<file path="src/rtl/bht_update_queue_pkg.sv">
// Shared types for the branch-resolution queue: the LC-3b word and one queue entry.
// No logic, types and constants only.
// Imported by the queue top, its storage array, its interface and the bench.
package bht_update_queue_pkg;

   typedef logic [15:0] lc3b_word;

   // One outstanding predicted branch, as recorded at fetch.
   typedef struct packed {
      lc3b_word pc;
      logic     pred;
   } lc3b_bhtq_entry;

   localparam int BHTQ_ENTRY_W = $bits(lc3b_bhtq_entry);

endpackage

</file>
<file path="src/rtl/bht_update_queue_if.sv">
// Fetch/execute/BHT-side bundle of the branch update queue.
// Modports: slave = the queue (consumes push/resolve/flush, drives status and BHT update);
// master = the pipeline side. Optional BHT_UPDQ_STATS_EN adds the two statistics counters.
interface bht_update_queue_if
   import bht_update_queue_pkg::*;
#(
   parameter int DEPTH = 4
);
   // fetch side
   logic                     push;
   lc3b_word                 push_pc;
   logic                     push_pred;
   // execute side
   logic                     resolve;
   logic                     resolve_taken;
   logic                     flush;
   // status
   logic                     full;
   logic                     empty;
   logic [$clog2(DEPTH):0]   count;
   // BHT write port
   logic                     write;
   lc3b_word                 write_pc;
   logic                     taken;
   logic                     mispredict;
`ifdef BHT_UPDQ_STATS_EN
   logic [15:0]              stat_resolved;
   logic [15:0]              stat_mispredicts;
`endif

   modport slave (
      input  push, push_pc, push_pred, resolve, resolve_taken, flush,
      output full, empty, count, write, write_pc, taken, mispredict
`ifdef BHT_UPDQ_STATS_EN
      , output stat_resolved, stat_mispredicts
`endif
   );

   modport master (
      output push, push_pc, push_pred, resolve, resolve_taken, flush,
      input  full, empty, count, write, write_pc, taken, mispredict
`ifdef BHT_UPDQ_STATS_EN
      , input stat_resolved, stat_mispredicts
`endif
   );

endinterface

</file>
<file path="src/rtl/bht_update_queue_array.sv">
// DEPTH x 17 entry store for the branch update queue: sync write at tail, comb read at head.
// Ports: i_clk, i_we/i_waddr/i_wdata write port; i_raddr/o_rdata read port (0-cycle read).
// No backpressure; the caller only writes when a slot is free. Contents undefined after reset.
module bht_update_queue_array
   import bht_update_queue_pkg::*;
#(
   parameter  int DEPTH = 4,
   localparam int PW    = $clog2(DEPTH)
) (
   input  logic           i_clk,
   input  logic           i_we,
   input  logic [PW-1:0]  i_waddr,
   input  lc3b_bhtq_entry i_wdata,
   input  logic [PW-1:0]  i_raddr,
   output lc3b_bhtq_entry o_rdata
);

   lc3b_bhtq_entry r_mem [DEPTH];

   always_ff @(posedge i_clk) begin
      if (i_we) begin
         r_mem[i_waddr] <= i_wdata;
      end
   end

   assign o_rdata = r_mem[i_raddr];

endmodule

</file>
<file path="src/rtl/bht_update_queue.sv">
// In-order queue of predicted branches; emits the registered BHT update when the oldest resolves.
// Latency: resolve in cycle N -> write/mispredict pulse in N+1; count/full/empty reflect the last edge.
// Backpressure: fetch stalls on full (a push while full is dropped unless a correct resolve frees the head).
// Ports: clk, reset (sync, active high), bus (slave modport of bht_update_queue_if).
// Optional macro BHT_UPDQ_STATS_EN adds saturating stat_resolved / stat_mispredicts counters.
module bht_update_queue
   import bht_update_queue_pkg::*;
#(
   parameter int DEPTH = 4
) (
   input  logic               clk,
   input  logic               reset,
   bht_update_queue_if.slave  bus
);

   localparam int PW = $clog2(DEPTH);
   localparam int CW = PW + 1;

   logic [PW-1:0]  r_head;
   logic [PW-1:0]  r_tail;
   logic [CW-1:0]  r_count;
   logic           r_write;
   lc3b_word       r_write_pc;
   logic           r_taken;
   logic           r_mispredict;

   logic           w_full;
   logic           w_empty;
   logic           w_do_resolve;
   logic           w_mispred;
   logic           w_do_push;
   lc3b_bhtq_entry w_head_entry;
   lc3b_bhtq_entry w_push_entry;

   assign w_full  = (r_count == CW'(DEPTH));
   assign w_empty = (r_count == '0);

   // Flush outranks resolve: a flushed cycle never produces an update.
   assign w_do_resolve = bus.resolve && !w_empty && !bus.flush;
   assign w_mispred    = w_do_resolve && (w_head_entry.pred != bus.resolve_taken);

   // A correct resolve frees the head slot on the same edge, so a push into a
   // full queue is accepted then. A push alongside a mispredict is wrong-path.
   assign w_do_push = bus.push && !bus.flush && !w_mispred &&
                      (!w_full || w_do_resolve);

   assign w_push_entry = '{pc: bus.push_pc, pred: bus.push_pred};

   bht_update_queue_array #(
      .DEPTH (DEPTH)
   ) u_array (
      .i_clk   (clk),
      .i_we    (w_do_push && !reset),
      .i_waddr (r_tail),
      .i_wdata (w_push_entry),
      .i_raddr (r_head),
      .o_rdata (w_head_entry)
   );

   always_ff @(posedge clk) begin
      if (reset) begin
         r_head       <= '0;
         r_tail       <= '0;
         r_count      <= '0;
         r_write      <= 1'b0;
         r_write_pc   <= '0;
         r_taken      <= 1'b0;
         r_mispredict <= 1'b0;
      end else if (bus.flush) begin
         r_head       <= r_tail;
         r_count      <= '0;
         r_write      <= 1'b0;
         r_mispredict <= 1'b0;
      end else begin
         r_write      <= w_do_resolve;
         r_mispredict <= w_mispred;
         if (w_do_resolve) begin
            r_write_pc <= w_head_entry.pc;
            r_taken    <= bus.resolve_taken;
         end
         if (w_mispred) begin
            // Everything younger than the resolved branch is wrong-path.
            r_head  <= r_head + PW'(1);
            r_tail  <= r_head + PW'(1);
            r_count <= '0;
         end else begin
            if (w_do_resolve) begin
               r_head <= r_head + PW'(1);
            end
            if (w_do_push) begin
               r_tail <= r_tail + PW'(1);
            end
            r_count <= r_count + CW'(w_do_push) - CW'(w_do_resolve);
         end
      end
   end

   assign bus.full       = w_full;
   assign bus.empty      = w_empty;
   assign bus.count      = r_count;
   assign bus.write      = r_write;
   assign bus.write_pc   = r_write_pc;
   assign bus.taken      = r_taken;
   assign bus.mispredict = r_mispredict;

`ifdef BHT_UPDQ_STATS_EN
   logic [15:0] r_stat_resolved;
   logic [15:0] r_stat_mispredicts;

   // Counters advance on the same edge that raises write / mispredict.
   always_ff @(posedge clk) begin
      if (reset) begin
         r_stat_resolved    <= '0;
         r_stat_mispredicts <= '0;
      end else if (!bus.flush) begin
         if (w_do_resolve && (r_stat_resolved != 16'hFFFF)) begin
            r_stat_resolved <= r_stat_resolved + 16'd1;
         end
         if (w_mispred && (r_stat_mispredicts != 16'hFFFF)) begin
            r_stat_mispredicts <= r_stat_mispredicts + 16'd1;
         end
      end
   end

   assign bus.stat_resolved    = r_stat_resolved;
   assign bus.stat_mispredicts = r_stat_mispredicts;
`endif

endmodule

</file>
<file path="src/flat_wrapper.sv">
// flat-port wrapper written by rule: the top's interface ports become plain ports
module bht_update_queue_flat import bht_update_queue_pkg::*;
#(
   parameter int DEPTH = 4
)
  (clk, reset, bus_push, bus_push_pc, bus_push_pred, bus_resolve, bus_resolve_taken, bus_flush, bus_full, bus_empty, bus_count, bus_write, bus_write_pc, bus_taken, bus_mispredict);
  bht_update_queue_if #(.DEPTH(DEPTH)) bus_i ();
  input  logic clk;
  input  logic reset;
  input wire logic [$bits(bus_i.push)-1:0] bus_push;
  input wire logic [$bits(bus_i.push_pc)-1:0] bus_push_pc;
  input wire logic [$bits(bus_i.push_pred)-1:0] bus_push_pred;
  input wire logic [$bits(bus_i.resolve)-1:0] bus_resolve;
  input wire logic [$bits(bus_i.resolve_taken)-1:0] bus_resolve_taken;
  input wire logic [$bits(bus_i.flush)-1:0] bus_flush;
  output wire logic [$bits(bus_i.full)-1:0] bus_full;
  output wire logic [$bits(bus_i.empty)-1:0] bus_empty;
  output wire logic [$bits(bus_i.count)-1:0] bus_count;
  output wire logic [$bits(bus_i.write)-1:0] bus_write;
  output wire logic [$bits(bus_i.write_pc)-1:0] bus_write_pc;
  output wire logic [$bits(bus_i.taken)-1:0] bus_taken;
  output wire logic [$bits(bus_i.mispredict)-1:0] bus_mispredict;
  assign bus_i.push = bus_push;
  assign bus_i.push_pc = bus_push_pc;
  assign bus_i.push_pred = bus_push_pred;
  assign bus_i.resolve = bus_resolve;
  assign bus_i.resolve_taken = bus_resolve_taken;
  assign bus_i.flush = bus_flush;
  assign bus_full = bus_i.full;
  assign bus_empty = bus_i.empty;
  assign bus_count = bus_i.count;
  assign bus_write = bus_i.write;
  assign bus_write_pc = bus_i.write_pc;
  assign bus_taken = bus_i.taken;
  assign bus_mispredict = bus_i.mispredict;
  bht_update_queue #(.DEPTH(DEPTH)) u_core (.clk(clk), .reset(reset), .bus(bus_i));
endmodule
</file>
<file path="config.mk">
export PLATFORM = sky130hd
export DESIGN_NAME = bht_update_queue_flat
export DESIGN_NICKNAME = d
export VERILOG_FILES = /design/src/rtl/bht_update_queue_pkg.sv /design/src/rtl/bht_update_queue_if.sv /design/src/rtl/bht_update_queue_array.sv /design/src/rtl/bht_update_queue.sv /design/src/flat_wrapper.sv
export SDC_FILE = /design/constraint.sdc
export NUM_CORES = 1
export LEC_CHECK = 0
export BUFFER_PORTS_ARGS = -buffer_cell sky130_fd_sc_hd__buf_2
export CELL_PAD_IN_SITES_DETAIL_PLACEMENT = 1
export CELL_PAD_IN_SITES_GLOBAL_PLACEMENT = 1
export CORE_ASPECT_RATIO = 0.7
export CORE_MARGIN = 2
export CORE_UTILIZATION = 48
export CTS_CLUSTER_DIAMETER = 50
export DETAILED_ROUTE_END_ITERATION = 6
export GPL_TIMING_DRIVEN = 0
export PLACE_DENSITY_LB_ADDON = 0.1
export SLEW_MARGIN = 40
export SYNTH_ARGS = -nofsm -noshare
export SYNTH_HDL_FRONTEND = slang
export SYNTH_SLANG_ARGS = --single-unit
</file>
<file path="constraint.sdc">
create_clock -name clk -period 3.7 [get_ports clk]
set_clock_uncertainty 0.1 [all_clocks]
set_input_delay 0 -clock clk [delete_from_list [all_inputs] [get_ports clk]]
set_output_delay 0 -clock clk [all_outputs]
set_load 0.02 [all_outputs]
</file>
* Word-level counts from Yosys, hierarchy flattened
Memories as Yosys holds them, arrays and structs flattened. A register that Yosys moved wholly into a read port is not among the register bits.
Index checks and enable logic that the tools add are counted.
** Operators by class
- Bitwise logic cells :: 1
- Multiplexer cells :: 9
- Add/subtract/negate cells :: 4
- Reduce and logical (&&, ||, !) cells :: 20
- Eq/ne operators :: 2
** Operator list (count)
- $mux 2 :: 7
- $logic_and 1x1->1 :: 7
- $logic_not 1->1 :: 5
- $add 2x1->2 const B :: 2
- $reduce_and 2->1 :: 2
- $add 3x1->3 :: 1
- $eq 3x3->1 const B :: 1
- $logic_not 3->1 :: 1
- $reduce_bool 3->1 :: 1
- $reduce_or 3->1 :: 1
- $sub 3x1->3 :: 1
- $mux 1 :: 2
- $reduce_bool 2->1 :: 1
- $reduce_or 2->1 :: 1
- $logic_or 1x1->1 :: 1
- $ne 1x1->1 :: 1
- $not 1->1 :: 1
** Word-level totals
- Register bits :: 26
- Output and inout port bits :: 24
- Logic and storage cells :: 44
- Bits in writable memories :: 68
- Memories kept :: 1
- Input port bits :: 23
** Memories
- u_core.u_array.r_mem :: depth 4, width 17, rd ports 1, clocked after memory_dff 1, write ports 1, RTL line bht_update_queue_array.sv:18 : lc3b_bhtq_entry r_mem [DEPTH];

* Logic depth before layout (Yosys ltp)
- Depth in word-level cells :: 11
- Depth in mapped cells :: 13
- Depth with buffers taken out :: 10

* Modules after synthesis
A second synthesis with hierarchy kept.
** Unflattened totals
- Cells, all modules :: 229
- Area, all modules :: 3709.8 um^2
** Modules (own cells, without submodules)
- bht_update_queue_array :: area an instance 2523.7 um^2, times used 1, cells an instance 93, seq. area each 2042.0 um^2
- bht_update_queue :: area an instance 1186.1 um^2, times used 1, cells an instance 136, seq. area each 520.5 um^2

* Worst setup path after synthesis
OpenSTA, ideal clock, no wires.
- Path type :: reg2reg
- Start :: register u_core.r_count[1], in the netlist u_core.bus.count[1]
- End :: memory u_core.u_array.r_mem[0][0] (netlist bit) (enable)
- Clock period less this slack :: 3.694 ns
- Arrival time :: 3.178 ns
- Path slack :: 0.006 ns
- Required time :: 3.184 ns
- Buffers on the path :: 2
- Stages on the path, launching flop included :: 8
- Setup time :: 0.416 ns
- Path through :: dfxtp_1 > nor3_1 > or3b_1 > buf_2 > inv_1 > buf_2 > a211o_1 > nor3b_1
** On the way
- Word-level cells in the longest chain between the ends :: 11
- Elaborated cells on any way between the ends :: 14
- Classes of those cells :: eq/ne: 1; mux: 2; reduce/logical: 11
** RTL lines
- from (decl) :: RTL line bht_update_queue.sv:21 : logic [CW-1:0] r_count;
- from (signal assigned) :: RTL line bht_update_queue.sv:93 : r_count <= r_count + CW'(w_do_push) - CW'(w_do_resolve);
- $logic_not 3->1 * :: RTL line bht_update_queue.sv:36 : assign w_empty = (r_count == '0);
- net bus_empty :: RTL line flat_wrapper.sv:17 : output wire logic [$bits(bus_i.empty)-1:0] bus_empty;
- $logic_not 1->1 * :: RTL line bht_update_queue.sv:39 : assign w_do_resolve = bus.resolve && !w_empty && !bus.flush;
- $logic_and 1x1->1 * (2 in a row) :: RTL line bht_update_queue.sv:39
- $logic_and 1x1->1 :: RTL line bht_update_queue.sv:40 : assign w_mispred = w_do_resolve && (w_head_entry.pred != bus.resolve_taken);
- $logic_not 1->1 :: RTL line bht_update_queue.sv:44 : assign w_do_push = bus.push && !bus.flush && !w_mispred &&
- $logic_and 1x1->1 :: RTL line bht_update_queue.sv:44
- $logic_and 1x1->1 * :: RTL line bht_update_queue.sv:44
- $logic_and 1x1->1 * :: RTL line bht_update_queue.sv:53 : .i_we (w_do_push && !reset),
- $mux 1 * :: RTL line bht_update_queue_array.sv:21 : if (i_we) begin
- $mux 1 (not written as such) * :: RTL line bht_update_queue_array.sv:22 : r_mem[i_waddr] <= i_wdata;
- to (decl) :: RTL line bht_update_queue_array.sv:18
Mark *: on every way through the listed nets, which the timed path passes. The rest lies on a longest branch.

==> impl_metrics.ini <==
[outcome]
status = finished clean

[die]
io_pins = 47
core_um2 = 7350
chipWidth_um = 109
die_h_um = 77.2
rows = 26
start_util = 0.500
dieArea_um2 = 8390

[cts]
cts_root_buffer = clkbuf_8
clk_pin_slew_ps = 90
cts.path.max_buffers = 2
cts_buffers = 9
cts_tree = yes
htree_levels = 3
clkLatencyLatePin_ps = 350
cts.sinks = 96
post-cts-setup-buffer-count = 0

[sta]
rsz0062_at_grt = no
finalSetupViolations = 0
tightest_slew_ps = 652
finalCritPeriodShare = 0.868
drv_slew = 0
relSlewSlack = 0.563
min_period_ps = 3210
hold_viol_final = 0
fmax_mhz = 311
setup_tns_ps = 0

[layout]
antenna_cells = 0
final_area_um2 = 4500
fillers = 729
nets = 347
final_cell_mix = 68 x edfxtp_1, 52 x buf_2, 37 x nand2_1
area_delta_synth_final_pct = 22.4
final_common_cell = edfxtp_1
drive_gt1_frac = 0.301

[drt]
vias_per_cell = 5.26
wl_met2_mm = 3.98
wl_met1_mm = 3.18
dr_total_vias = 2209
routed-wl-met3_um = 283
drtPass1Iterations = 4
final_antenna_net_count = 0
drc = 0
wl_mm = 7.48
drt_iter0_drc = 62
routed.top_layer = met4
post_drt_wl_per_cell_um = 17.8

[placed_design]
portBuffers = 45
dpl-instance-area_um2 = 4100
place_congestion = 0.737
place_hpwl_mm = 5.30

[worst_setup_path]
endpoint_kind = flop
required_ps = 3660
start_kind = flop
critPathMaxFanout = 8
worst-setup-path-type = flop to flop
arrival_ps = 3170
rr_worst_depth = 7

[yosys]
syn_area_um2 = 3680
synth_compound_gate_area_share = 0.0476
synth_top_flop_cell = edfxtp_1
async_reset_ff_frac = 0
yosysSeqAreaShare = 0.707
syn_area_per_cell_um2 = 15.9
synthAdderAreaFrac = 0.0259
synth_mux_area_frac = 0.104
syn-num-nets = 262
synth_edf_count = 68
yosys_warnings = 0
synth_xor_area_frac = 0.0167
synth_top_family_by_area = multiplexers
synth-simple-area-share = 0.0731
ys_ff_latch = 96
synthDistinctLibCells = 36
synthCells = 232

[job]
cap_violations = 0

[hold_path]
hold_path_class = input pin to flop
holdPathStages = 2

[grt]
antenna_found_initial = 0
overflow = 0
grt_pass1_wl_mm = 12.0
grt_max_degree = 17
grt.total_usage = 0.196
grt_pass1_vias = 2358

[pwr]
peakVddDrop_mv = 0.256
leakagePower_nw = 1.62
power.density_nw_per_um2 = 445
==> worst max-delay path, cell delays in order, from the launching register on <==
cell	delay, ps
dfxtp_1	330
buf_6	160
mux4_2	560
xor2_1	180
a211o_1	420
nor3b_2	600
buf_2	330
buf_2	230
==> stage by stage <==
stage	cells	total power [mW]	util	hold WS [ps]	setup slack (ps)
2_1_floorplan	232	1.29	-	-1.13	6.22
6_report	420	2.00	0.612	40.7	487
5_1_grt	420	2.08	0.612	56.6	327
3_5_place_dp	383	1.34	0.558	123	459
4_1_cts	420	2.02	0.612	24.0	446
3_3_place_gp	375	1.33	0.548	115	-672
==> final timing paths <==
check / slack, ps / end / startpoint
min reg2reg: 360 / u_core.bus.write_pc[5] / u_core.bus.write_pc[5]
max: 490 / u_core.u_array.r_mem[0][13] / flop
max reg2reg: 490 / u_core.u_array.r_mem[0][13] / flop
min: 40 / u_core.bus.write_pc[3] / reset
==> flip-flops by register name, summed over array words and instances (netlist names), named ones only <==
register / flops
u_core.r_head: 2
u_core.bus.taken: 1
u_core.bus.write_pc: 16
u_core.bus.count: 3
u_core.u_array.r_mem: 68
u_core.bus.mispredict: 1
u_core.r_tail: 2
u_core.bus.write: 1
==> where the power goes <==
group	switching [mW]	leakage (nW)	total, mW	internal (mW)
clock	0.355	0.101	0.672	0.317
combinational	0.0793	0.674	0.151	0.0714
sequential	0.0105	0.841	1.18	1.17
total	0.445	1.62	2.00	1.56
==> metal layers <==
metal	up-vias	global-route usage
met5	-	0
met2	42	0.337
met3	7	0.0655
met4	0	0.0474
li1	1041	-
met1	1119	0.238
==> cell families after synthesis <==
family	count (synthesis)
flip-flops	96
XOR/XNOR	7
AO/OA/AOI/OAI	28
adder cells (fa/ha/maj)	7
AND/OR/NAND/NOR	56
buffers and inverters	21
multiplexers	17
==> cells in the mapped netlist, drive strengths merged, types with 4 or more instances <==
master / number / area [um^2]
xnor2: 4 / 35.0
mux4: 17 / 383
nand2: 37 / 139
edfxtp: 68 / 2040
clkbuf: 8 / 31.3
nor3b: 4 / 30.0
inv: 8 / 30.0
buf: 5 / 31.3
a21oi: 18 / 90.1
dfxtp: 28 / 561
ha: 6 / 75.1
==> cell type report <==
class | count | area, um^2 | share of cell area
Inverter | 8 | 30.0 | 0.00667
Multi-Input combinational cell | 115 | 1000 | 0.223
Timing Repair Buffer | 74 | 488 | 0.108
Tap cell | 98 | 123 | 0.0272
Sequential cell | 96 | 2600 | 0.578
Clock inverter | 6 | 66.3 | 0.0147
Buffer | 13 | 62.6 | 0.0139
Clock buffer | 10 | 128 | 0.0283
==> repair_timing <==
item	4_1_cts	5_1_grt
hold endpoints to repair	80	0
resized for setup	0	0
hold buffers	21	0
(Power assumes the default switching activity.)
